===== config.mk =====
export PLATFORM = sky130hd
export DESIGN_NAME = alarm_control_multi
export DESIGN_NICKNAME = d
export VERILOG_FILES = /design/src/rtl/alarm_control_multi.sv
export SDC_FILE = /design/constraint.sdc
export NUM_CORES = 1
export LEC_CHECK = 0
export ABC_AREA = 1
export BUFFER_PORTS_ARGS = -buffer_cell sky130_fd_sc_hd__buf_2
export CAP_MARGIN = 30
export CORE_UTILIZATION = 64
export CTS_BUF_LIST = sky130_fd_sc_hd__clkbuf_4 sky130_fd_sc_hd__clkbuf_8
export DETAILED_ROUTE_END_ITERATION = 8
export HOLD_SLACK_MARGIN = 0.15
export PLACE_DENSITY = 0.87
export SLEW_MARGIN = 25
export SYNTH_ARGS = -nofsm -noshare
export SYNTH_HDL_FRONTEND = slang
export SYNTH_SLANG_ARGS = --single-unit

===== constraint.sdc =====
create_clock -name Clk -period 3 [get_ports Clk]
set_clock_uncertainty 0.05 [all_clocks]
set_input_delay 0.3 -clock Clk [delete_from_list [all_inputs] [get_ports Clk]]
set_output_delay 0.3 -clock Clk [all_outputs]
set_load 0.005 [all_outputs]

===== src/rtl/alarm_control_multi.sv =====
// Multi-channel alarm controller: edge-triggered channels, lowest-index arbitration,
// ring/snooze sequencing with auto-stop and sticky missed flags.
module alarm_control_multi #(
    parameter int N_ALARMS     = 2,
    parameter int SNZ_MINUTES  = 5,
    parameter int MAX_SNOOZES  = 3,
    parameter int RING_TIMEOUT = 60,
    localparam int ID_W        = (N_ALARMS > 1) ? $clog2(N_ALARMS) : 1
) (
    input  logic                Clk,
    input  logic                Reset,
    input  logic                Tick_1s,
    input  logic                Tick_1m,
    input  logic [N_ALARMS-1:0] Match,
    input  logic [N_ALARMS-1:0] Arm,
    input  logic                Snooze,
    input  logic                Stop,
    input  logic                Mute,
    input  logic                Clr_Missed,
    output logic                Sound,
    output logic [ID_W-1:0]     Ring_ID,
    output logic                EN_SNZ,
    output logic                EN_STOP,
    output logic [3:0]          Snz_Left,
    output logic [N_ALARMS-1:0] Missed
);

    localparam int RT_W = $clog2(RING_TIMEOUT + 1);
    localparam int ST_W = $clog2(SNZ_MINUTES + 1);

    typedef enum logic [1:0] {IDLE = 2'd0, RING = 2'd1, SNOOZE = 2'd2} state_t;

    state_t              state;
    logic [N_ALARMS-1:0] match_q, rise_q, mask, pending;
    logic [N_ALARMS-1:0] trig, low_sel, cur_sel;
    logic [ID_W-1:0]     low_id;
    logic [RT_W-1:0]     ring_tmr;
    logic [ST_W-1:0]     snz_tmr;
    logic                disarm, snz_ok, tmo, fire_missed;

    always_comb begin
        trig    = Arm & (rise_q | pending);
        low_sel = trig & (~trig + N_ALARMS'(1));
        low_id  = '0;
        cur_sel = '0;
        for (int i = N_ALARMS - 1; i >= 0; i--) begin
            if (trig[i]) low_id = ID_W'(i);
        end
        for (int i = 0; i < N_ALARMS; i++) begin
            cur_sel[i] = (Ring_ID == ID_W'(i));
        end
        disarm      = ~|(Arm & cur_sel);
        snz_ok      = Snooze && (Snz_Left != 4'd0);
        tmo         = Tick_1s && (ring_tmr >= RT_W'(RING_TIMEOUT - 1));
        // Stop, disarm and an accepted snooze all pre-empt the timeout
        fire_missed = (state == RING) && !Stop && !disarm && !snz_ok && tmo;
    end

    always_ff @(posedge Clk) begin
        if (Reset) begin
            state    <= IDLE;
            Sound    <= 1'b0;
            EN_SNZ   <= 1'b0;
            EN_STOP  <= 1'b0;
            Ring_ID  <= '0;
            Snz_Left <= '0;
            Missed   <= '0;
            pending  <= '0;
            ring_tmr <= '0;
            snz_tmr  <= '0;
            match_q  <= '0;
            rise_q   <= '0;
            // channels still matching across reset must fall before they can fire again
            mask     <= Match;
        end else begin
            match_q <= Match;
            rise_q  <= Match & ~match_q & ~mask;
            mask    <= mask & Match;
            Missed  <= (Clr_Missed ? '0 : Missed) | (fire_missed ? cur_sel : '0);
            case (state)
                IDLE: begin
                    if (Mute) begin
                        pending <= '0;
                    end else if (|trig) begin
                        state    <= RING;
                        Ring_ID  <= low_id;
                        pending  <= (pending | trig) & ~low_sel;
                        Snz_Left <= 4'(MAX_SNOOZES);
                        ring_tmr <= '0;
                        Sound    <= 1'b1;
                        EN_SNZ   <= (MAX_SNOOZES > 0);
                        EN_STOP  <= 1'b1;
                    end
                end
                RING: begin
                    pending <= pending | (Arm & rise_q & ~cur_sel);
                    if (Stop || disarm || fire_missed) begin
                        state    <= IDLE;
                        Sound    <= 1'b0;
                        EN_SNZ   <= 1'b0;
                        EN_STOP  <= 1'b0;
                        Snz_Left <= '0;
                        ring_tmr <= '0;
                        snz_tmr  <= '0;
                    end else if (snz_ok) begin
                        state    <= SNOOZE;
                        snz_tmr  <= ST_W'(SNZ_MINUTES);
                        Snz_Left <= Snz_Left - 4'd1;
                        Sound    <= 1'b0;
                        EN_SNZ   <= 1'b0;
                    end else if (Tick_1s && ring_tmr != RT_W'(RING_TIMEOUT)) begin
                        ring_tmr <= ring_tmr + RT_W'(1);
                    end
                end
                SNOOZE: begin
                    pending <= pending | (Arm & rise_q & ~cur_sel);
                    if (Stop || disarm) begin
                        state    <= IDLE;
                        Sound    <= 1'b0;
                        EN_SNZ   <= 1'b0;
                        EN_STOP  <= 1'b0;
                        Snz_Left <= '0;
                        ring_tmr <= '0;
                        snz_tmr  <= '0;
                    end else if (Tick_1m) begin
                        if (snz_tmr <= ST_W'(1)) begin
                            state    <= RING;
                            snz_tmr  <= '0;
                            ring_tmr <= '0;
                            Sound    <= 1'b1;
                            EN_SNZ   <= (Snz_Left != 4'd0);
                        end else begin
                            snz_tmr <= snz_tmr - ST_W'(1);
                        end
                    end
                end
                default: state <= IDLE;
            endcase
        end
    end

endmodule


Word-level counts from Yosys, hierarchy flattened
Index checks and enable logic that the tools add are counted.
{ "classes": {"reduce_logical": 28, "eq_ne": 13, "bitwise_logic": 20, "add_sub_neg": 4, "mux": 52, "magnitude_cmp": 2} }
{ "ops": {"columns": ["op", "count"], "rows": [
  ["two-way mux 6 bit", 8],
  ["two-way mux 2 bit", 12],
  ["two-way mux 4 bit", 5],
  ["bitwise AND 2 bit", 9],
  ["case mux 6 bit (3 select lines)", 1],
  ["two-way mux 3 bit", 5],
  ["AND reduction 5 bit", 3],
  ["two-way mux 1 bit", 14],
  ["case mux 4 bit (3 select lines)", 1],
  ["inverter 2 bit", 5],
  ["inequality test 3 bit (second input constant)", 3],
  ["case mux 1 bit (3 select lines)", 3],
  ["OR 2 bit", 4],
  ["logical AND 1 bit", 7],
  ["AND reduction 7 bit", 1],
  ["adder 6 x 1 -> 6 bit (second input constant)", 1],
  [">= comparator 6 bit (second input constant)", 1],
  ["inequality test 2 bit (second input constant)", 3],
  ["inequality test 3 x 2 -> 1 bit (second input constant)", 2],
  ["inequality test 6 bit (second input constant)", 1],
  ["case mux 2 bit (3 select lines)", 1],
  ["case mux 3 bit (2 select lines)", 1],
  ["AND reduction 3 bit", 2],
  ["AND reduction 6 bit", 1],
  ["18 further kinds", 25]
]} }
{ "totals": {"in_bits": 12, "output_inout_bits": 10, "word_cells": 132, "regBits": 29} }

Depth between registers and ports, before layout
Gate-level depths: netlist (run 1).
{ "logic_depth": {"ltp_word": 10, "mapped_depth": 12, "mapped_depth_nobuf": 12} }

Least setup slack after synthesis (run 1)
OpenSTA, ideal clock, no wires.
{ "synth_path": {"path_type": "flip-flop to flip-flop", "startpoint": "register ring_tmr[0]", "endpoint": "register ring_tmr[2]", "period_less_slack_ns": 1.546, "stages_incl_launch_ff": 9, "path_slack_ns": 1.454, "t_arrival_ns": 1.384, "n_path_buf": 0, "required_ns": 2.838, "setup_time_ns": 0.112, "path_cell_list": "dfxtp_1 > ha_1 > o21ai_1 > nor2_4 > nand3_4 > nand4_4 > and2_4 > nor2_1 > nor2_1"} }
{ "synth_via": {"elab_chain_cells": 6, "elab_cells_between_ends": 14, "cone_classes": "add/sub (1); order compare (1); eq/ne (3); mux (4); reduce/logical (5)"} }
{ "synth_rtl": {"columns": ["item", "line", "rtl"], "rows": [
  ["start: declaration", "37", "logic [RT_W-1:0] ring_tmr;"],
  ["start signal: assignment", "112", "ring_tmr <= ring_tmr + RT_W'(1);"],
  [">= comparator 6 bit", "54", "tmo = Tick_1s && (ring_tmr >= RT_W'(RING_TIMEOUT - 1));"],
  ["logical AND 1 bit", "54", null],
  ["logical AND 1 bit", "56", "fire_missed = (state == RING) && !Stop && !disarm && !snz_ok && tmo;"],
  ["logical OR 1 bit", "97", "if (Stop || disarm || fire_missed) begin"],
  ["inequality test 3 x 1 -> 1 bit (no line) (tied with other cells)", null, null],
  ["AND reduction 7 bit (no line) / case mux 6 bit (3 select lines) (equally long branches)", null, null]
]} }
Parallel ways exist; a longest one is shown, timed or not. The select of a mux whose other input is x is not followed.
A chain may end at the register's enable or synchronous reset.

Final worst setup path (run 1)
{ "layout_path": {"startpoint": "register Ring_ID", "endpoint": "register ring_tmr[1]"} }
{ "layout_via": {"elab_chain_cells": 9, "elab_cells_between_ends": 17, "cone_classes": "eq/ne (4); mux (3); bitwise (2); reduce/logical (8)"} }
{ "layout_rtl": {"columns": ["item", "line", "rtl"], "rows": [
  ["start: declaration", "21", "output logic [ID_W-1:0] Ring_ID,"],
  ["start signal: assignment", "86", "Ring_ID <= low_id;"],
  ["inverter 1 bit", "50", "cur_sel[i] = (Ring_ID == ID_W'(i));"],
  ["bitwise AND 2 bit *", "52", "disarm = ~|(Arm & cur_sel);"],
  ["OR reduction 2 bit *", "52", null],
  ["logical AND 1 bit (3 in series)", "56", null],
  ["logical OR 1 bit", "97", null],
  ["inequality test 3 x 1 -> 1 bit (no line) (tied with other cells)", null, null],
  ["AND reduction 7 bit (no line) / case mux 6 bit (3 select lines) (equally long branches)", null, null]
]} }
Every way passes the cells marked *; elsewhere a longest branch is shown, timed or not.

==> results of run 1 <==
==> worst register-to-register path: stages, from the launching register on <==
cell	delay, ns
sky130_fd_sc_hd__dfxtp_1	0.50
sky130_fd_sc_hd__nor2_1	0.10
sky130_fd_sc_hd__nor2_2	0.46
sky130_fd_sc_hd__nand3_2	0.20
sky130_fd_sc_hd__nand3_2	0.17
sky130_fd_sc_hd__nor2_4	0.07
sky130_fd_sc_hd__and2_4	0.16
sky130_fd_sc_hd__nor2_1	0.10
sky130_fd_sc_hd__nor2_1	0.04
==> power by group through the flow <==
stage               registers (W)  clock network, W  logic (W)
floorplan                0.000478                 0   0.000280
global placement         0.000485                 0   0.000345
detailed placement       0.000486                 0   0.000353
CTS                      0.000477          0.000236   0.000359
global route             0.000485          0.000251   0.000416
finish                   0.000477          0.000231   0.000358
==> cells by family after synthesis <==
| logic type | synth area share (%) |
|---|---|
| AO/OA/AOI/OAI | 9.68 |
| adder cells (fa/ha/maj) | 7.07 |
| AND/OR/NAND/NOR | 38.2 |
| XOR/XNOR | 2.47 |
| buffers and inverters | 9.82 |
| flip-flops | 32.8 |
==> worst min-delay path by stage <==
stage	from	end	slack, ns	depth (start not counted)
2_1_floorplan	match_q[1]	rise_q[1]	0.32	1
3_3_place_gp	match_q[0]	rise_q[0]	0.33	1
3_5_place_dp	match_q[0]	rise_q[0]	0.33	1
4_1_cts	Clr_Missed	Missed[0]	0.18	4
5_1_grt	Clr_Missed	Missed[0]	0.21	4
6_report	Clr_Missed	Missed[1]	0.18	4
==> cell usage after synthesis (3+ instances only) <==
master / instances
sky130_fd_sc_hd__nand2_1: 45
sky130_fd_sc_hd__nor2_1: 39
sky130_fd_sc_hd__inv_1: 32
sky130_fd_sc_hd__dfxtp_1: 29
sky130_fd_sc_hd__nand3_1: 19
sky130_fd_sc_hd__a21oi_1: 15
sky130_fd_sc_hd__ha_1: 10
sky130_fd_sc_hd__o21ai_0: 9
sky130_fd_sc_hd__nand4_1: 7
sky130_fd_sc_hd__nor3_1: 5
sky130_fd_sc_hd__inv_2: 4
sky130_fd_sc_hd__nand3_2: 4
sky130_fd_sc_hd__clkbuf_1: 3
sky130_fd_sc_hd__nand2_2: 3
sky130_fd_sc_hd__nor2_4: 3
sky130_fd_sc_hd__xor2_1: 3
==> state kept, by name, indices dropped and copies added, names as in the netlist <==
register	cells
state	2
mask	2
Snz_Left	4
rise_q	2
match_q	2
ring_tmr	6
Sound	1
snz_tmr	3
Ring_ID	1
EN_SNZ	1
pending	2
EN_STOP	1
Missed	2
==> per-layer routing <==
metal / vias to the layer above / track usage (%) / wire, um
li1: 862 / - / -
met1: 707 / 28.7 / 1550
met2: 29 / 49.8 / 1750
met3: 5 / 7.50 / 130
met4: 0 / 9.40 / 45
met5: - / 0 / 0
==> through the flow <==
| stage | setup WS [ns] | power [W] | utilization, % |
|---|---|---|---|
| after CTS | 1.05 | 0.00107 | 76.6 |
| after detailed placement | 1.07 | 0.000839 | 73.6 |
| after global placement | 1.14 | 0.000830 | 73.6 |
| final | 1.05 | 0.00107 | 76.6 |
| after global routing | 0.894 | 0.00115 | 76.6 |
| after floorplan | 1.45 | 0.000758 | - |
==> area by class of cell <==
cell class                      instances  share of cell area, %
Timing Repair Buffer                   23                   6.42
Sequential cell                        29                   29.8
Tap cell                               30                   1.93
Clock buffer                            5                   1.93
Clock inverter                          3                  0.899
Multi-Input combinational cell        181                   52.1
Inverter                               36                   6.93
==> impl_metrics.yaml, run 1 <==
floorplan:
  die_w_um: 54.6
  area_of_the_core_um2: 2540
  die_area_um2: 2980
  fp-row-count: 18
  start_util_pct: 69.6
  ioPinCount: 22
  y_dimension_of_the_die_um: 54.6
worst_setup_path:
  reg2reg_slack_ns: 1.05
  worstPathCellList: "nor2_1 > nor2_2 > nand3_2 > nand3_2 > nor2_4 > and2_4 > nor2_1 > nor2_1"
  worstSetupEndpointType: "flip-flop"
  worst_path_most_repeated_cell: "sky130_fd_sc_hd__nor2_1"
  setup.worst_path.end: "ring_tmr[1]"
  critical_path_peak_fanout: 12
  critPathSlowestCell: "sky130_fd_sc_hd__dfxtp_1"
  critical_path.startpoint: "Ring_ID"
  timing.reg2reg.worst_path_depth: 8
  worst_ep_arrival_time_ns: 2.13
  path_delay_family: "simple AND/OR/NAND/NOR gates"
  crit-reg2reg-capture: "ring_tmr[1]"
  timing.setup.critical_path_class: "flip-flop to flip-flop"
  reg2reg_from: "Ring_ID"
  worst-path-buf-inv: 0
  timing.critical_path.from_type: "flip-flop"
  crit_cells: 8
  max_stage_delay_ns: 0.50
  data_required_time_of_the_critical_path_ns: 3.19
global_routing:
  track_usage_pct: 27.0
  largest_net_degree_at_the_start_of_global_routing: 17
  grt_overflow: 0
  wire_length_of_the_first_global_routing_pass_um: 5700
  first_global_vias: 1458
  antenna_found_initial: 0
place:
  place_inst: 297
  hpwlAfterDp_um: 2670
  post_dp_cell_area_um2: 1870
  globalplace.congestion: 0.848
  numPortBuffers: 21
layout:
  design.final.nets: 298
  register_area_um2: 581
  layout-area-overhead-vs-synth_pct: 10.1
  instances_no_fill: 307
  layout_common_cells: "sky130_fd_sc_hd__nand2_1, sky130_fd_sc_hd__nor2_1, sky130_fd_sc_hd__inv_1"
  multi_input_comb_area_um2: 1020
  layout_commonest_cell: "sky130_fd_sc_hd__nand2_1"
  final_layout_size_suffix_gt1_share_pct: 18.8
  final_cell_area_um2: 1950
  final.fill_count: 206
  antenna_cells: 0
route:
  via_per_inst: 5.22
  finalWirelength_um: 3480
  detailedRoute.firstPassIterationCount: 4
  routed-via-count: 1603
  detailed_router_s_first_iteration_violation_count: 30
  final_antenna_net_count: 0
  wl_per_cell_um: 11.3
  drt_drc: 0
logic_synthesis:
  mappedNetlistArea_um2: 1770
  netlist_top_cells_area: "sky130_fd_sc_hd__dfxtp_1, sky130_fd_sc_hd__nand2_1, sky130_fd_sc_hd__nor2_1"
  proportion_of_synthesized_chip_area_in_sequential_cells_pct: 32.8
  postSynthAreaPerCell_um2: 7.03
  netlist.top_cell.by_area: "sky130_fd_sc_hd__dfxtp_1"
  synth.top_cell.area_share_pct: 32.8
  post_synth_edffs: 0
  ys_seq_elements: 29
  post_synth_inst_count: 252
  synth_nets: 274
  postSynth.asyncResetShare_pct: 0
  synth_cell_type_count: 31
  dominantRegCellSynth: "sky130_fd_sc_hd__dfxtp_1"
  ys_warn_count: 0
timing:
  report.final.hold_viol_count: 0
  final.period_utilization_pct: 65.0
  layout_min_cycle_time_ns: 1.95
  setup_total_negative_slack_ns: 0
  final_slew_viol_count: 0
  grt_setup_unrepaired: "no"
  finalSetupViolCount: 0
  max_slew.worst_pin.slew_ns: 0.556
  max_freq_ghz: 0.513
  slew-limit-headroom_pct: 62.9
  final.hold.worst_slack_ns: 0.182
clocking:
  cts.hold.buffers_added: 2
  cts_post_setup_buffers_inserted: 0
  postCtsResizedCells: 0
  clk_pin_slew_worst_paths_ns: 0.09
  cts.root.buffer_cell: "sky130_fd_sc_hd__clkbuf_4"
  clk-insertion-delay-late_ns: 0.33
  clockBufferDepth: 2
  clock_sink_count: 29
  total_cts_buffers: 5
  h-tree-depth: 2
  tritoncts_clock_tree: "done"
power:
  total_leakage_power_nw: 0.887
  clockPowerShare_pct: 21.7
  power.switching_w: 0.000408
  power_density_nw_per_um2: 547
  power_frac_seq_pct: 44.7
  worst_ir_drop_vdd_mv: 0.483
  switching_share_pct: 38.2
  internal-power_w: 0.000659
  combPwrFrac_pct: 33.6
min_path:
  timing.hold.worst.class: "input pin to flip-flop"
outcome:
  run_status: "completed"
run:
  cap_viol_max_count: 0
(Power assumes the default switching activity.)
==> run 2, diff against run 1 <==
--- a/config.mk
+++ b/config.mk
@@ -8,11 +8,11 @@
 export ABC_AREA = 1
 export BUFFER_PORTS_ARGS = -buffer_cell sky130_fd_sc_hd__buf_2
 export CAP_MARGIN = 30
-export CORE_UTILIZATION = 64
+export CORE_UTILIZATION = 60
 export CTS_BUF_LIST = sky130_fd_sc_hd__clkbuf_4 sky130_fd_sc_hd__clkbuf_8
 export DETAILED_ROUTE_END_ITERATION = 8
 export HOLD_SLACK_MARGIN = 0.15
-export PLACE_DENSITY = 0.87
+export PLACE_DENSITY = 0.82
 export SLEW_MARGIN = 25
 export SYNTH_ARGS = -nofsm -noshare
 export SYNTH_HDL_FRONTEND = slang
==> constraint.sdc (replaced) <==
create_clock -name Clk -period 1.9 [get_ports Clk]
set_clock_uncertainty 0.05 [all_clocks]
set_input_delay 0.19 -clock Clk [delete_from_list [all_inputs] [get_ports Clk]]
set_output_delay 0.19 -clock Clk [all_outputs]
set_load 0.005 [all_outputs]
==> run 2 against run 1 <==
Against the previous run:
- power up 67%
- final cell count increased by 2.0%
- highest routed layer unchanged
- via count up 3.8%
- non-clock buffer count rose by 5
==> impl_metrics.yaml, run 2 (same netlist as run 1, synthesis figures left out) <==
outcome:
  run_status: "completed"
timing:
  slew-limit-headroom_pct: 71.5
  report.final.hold_viol_count: 0
  setup_total_negative_slack_ns: 0
  max_slew.worst_pin.slew_ns: 0.427
  max_freq_ghz: 0.576
  grt_setup_unrepaired: "no"
  final_slew_viol_count: 0
  finalSetupViolCount: 0
  layout_min_cycle_time_ns: 1.74
  worst_slack_ns: 0.165
  final.hold.worst_slack_ns: 0.153
  final.period_utilization_pct: 91.3
global_routing:
  first_global_vias: 1526
  wire_length_of_the_first_global_routing_pass_um: 6130
  antenna_found_initial: 0
  track_usage_pct: 24.9
  largest_net_degree_at_the_start_of_global_routing: 17
  grt_overflow: 0
layout:
  final.fill_count: 247
  final_core_utilization_pct: 72.2
  multi_input_comb_area_um2: 1020
  layout_common_cells: "sky130_fd_sc_hd__nand2_1, sky130_fd_sc_hd__nor2_1, sky130_fd_sc_hd__inv_1"
  register_area_um2: 581
  layout-area-overhead-vs-synth_pct: 13.4
  final_layout_size_suffix_gt1_share_pct: 19.5
  antenna_cells: 0
  layout_commonest_cell: "sky130_fd_sc_hd__nand2_1"
  largest-register: "ring_tmr"
  instances_no_fill: 313
  design.final.nets: 303
  biggestRegsByFlops: "ring_tmr (6), Snz_Left (4), snz_tmr (3)"
  largest_register_ffs: 6
worst_setup_path:
  data_required_time_of_the_critical_path_ns: 2.12
  worstSetupEndpointType: "flip-flop"
  worst_ep_arrival_time_ns: 1.96
  timing.setup.critical_path_class: "flip-flop to flip-flop"
  critical_path_peak_fanout: 4
  timing.critical_path.from_type: "flip-flop"
  critical_path.startpoint: "Snz_Left[0]"
  reg2reg_from: "Snz_Left[0]"
floorplan:
  fp-row-count: 19
  area_of_the_core_um2: 2780
  die_area_um2: 3170
  y_dimension_of_the_die_um: 56.3
  ioPinCount: 22
  die_w_um: 56.3
  start_util_pct: 63.7
min_path:
  timing.hold.worst.start: "Reset"
  timing.hold.worst.class: "input pin to flip-flop"
route:
  via_per_inst: 5.32
  detailed_router_s_first_iteration_violation_count: 58
  drt_drc: 0
  final_antenna_net_count: 0
  detailedRoute.firstPassIterationCount: 4
  wl_per_cell_um: 11.4
  routed-via-count: 1664
  finalWirelength_um: 3580
power:
  internal-power_w: 0.00113
  total_leakage_power_nw: 0.923
  clockPowerShare_pct: 24.3
  combPwrFrac_pct: 33.3
  switching_share_pct: 36.3
  worst_ir_drop_vdd_mv: 0.692
  power_density_nw_per_um2: 885
  power.switching_w: 0.000646
  power_frac_seq_pct: 42.4
clocking:
  h-tree-depth: 2
  cts.root.buffer_cell: "sky130_fd_sc_hd__clkbuf_4"
  cts_post_setup_buffers_inserted: 0
  clock_sink_count: 29
  clockBufferDepth: 2
  clk_pin_slew_worst_paths_ns: 0.09
  clk-insertion-delay-late_ns: 0.33
  total_cts_buffers: 5
  tritoncts_clock_tree: "done"
place:
  numPortBuffers: 21
  placement.setup.worst_slack_ns: 0.195
  place_inst: 301
  globalplace.congestion: 0.947
  hpwlAfterDp_um: 2700
run:
  cap_viol_max_count: 0
[run 2: power groups by stage]
| stage | combinational, W | clock (W) | sequential [W] |
|---|---|---|---|
| after floorplan | 0.000442 | 0 | 0.000754 |
| after global placement | 0.000567 | 0 | 0.000765 |
| after detailed placement | 0.000582 | 0 | 0.000767 |
| after CTS | 0.000592 | 0.000443 | 0.000752 |
| after global routing | 0.000672 | 0.000468 | 0.000763 |
| final | 0.000592 | 0.000433 | 0.000753 |
[run 2: final cells by class]
cell class | instances | share of cell area, %
timing repair buffer | 28 | 8.35
multi-input combinational | 181 | 50.6
inverter | 36 | 6.73
sequential | 29 | 28.9
clock inverter | 1 | 0.249
clock buffer | 7 | 3.24
tap | 31 | 1.93
[run 2: through the flow]
step	area (um2)	power, W
finish	2010	0.00178
global route	2010	0.00190
CTS	2010	0.00179
detailed placement	1900	0.00135
global placement	1900	0.00133
floorplan	1770	0.00120
[run 2: metal layers]
| layer | vias up | global-route usage, % | routed length, um |
|---|---|---|---|
| met3 | 8 | 7.83 | 152 |
| met5 | - | 0 | 0 |
| met4 | 0 | 11.8 | 63 |
| met2 | 35 | 41.3 | 1730 |
| met1 | 747 | 29.1 | 1630 |
| li1 | 874 | - | - |
[run 2: final timing paths]
kind | end | slack (ns) | cells after the start
max | EN_SNZ | 0.16 | 11
min | pending[1] | 0.15 | 2
max reg2reg | EN_SNZ | 0.16 | 11
min reg2reg | rise_q[0] | 0.35 | 1
[run 2: repair_timing]
action                                 CTS  global route
resized for setup                        0             0
setup endpoints to repair                0             0
endpoints found under the hold margin    8             0
hold buffers                             4             0
[run 2: worst max-delay path, stage by stage (launching register included)]
cell,delay [ns]
sky130_fd_sc_hd__dfxtp_1,0.37
sky130_fd_sc_hd__inv_1,0.09
sky130_fd_sc_hd__ha_1,0.20
sky130_fd_sc_hd__nand2_1,0.10
sky130_fd_sc_hd__nand2_2,0.10
sky130_fd_sc_hd__nand2_1,0.14
sky130_fd_sc_hd__nor3_4,0.07
sky130_fd_sc_hd__nor2_2,0.20
sky130_fd_sc_hd__inv_2,0.06
sky130_fd_sc_hd__nor2_1,0.16
sky130_fd_sc_hd__nor2_1,0.06
sky130_fd_sc_hd__nor2_1,0.07
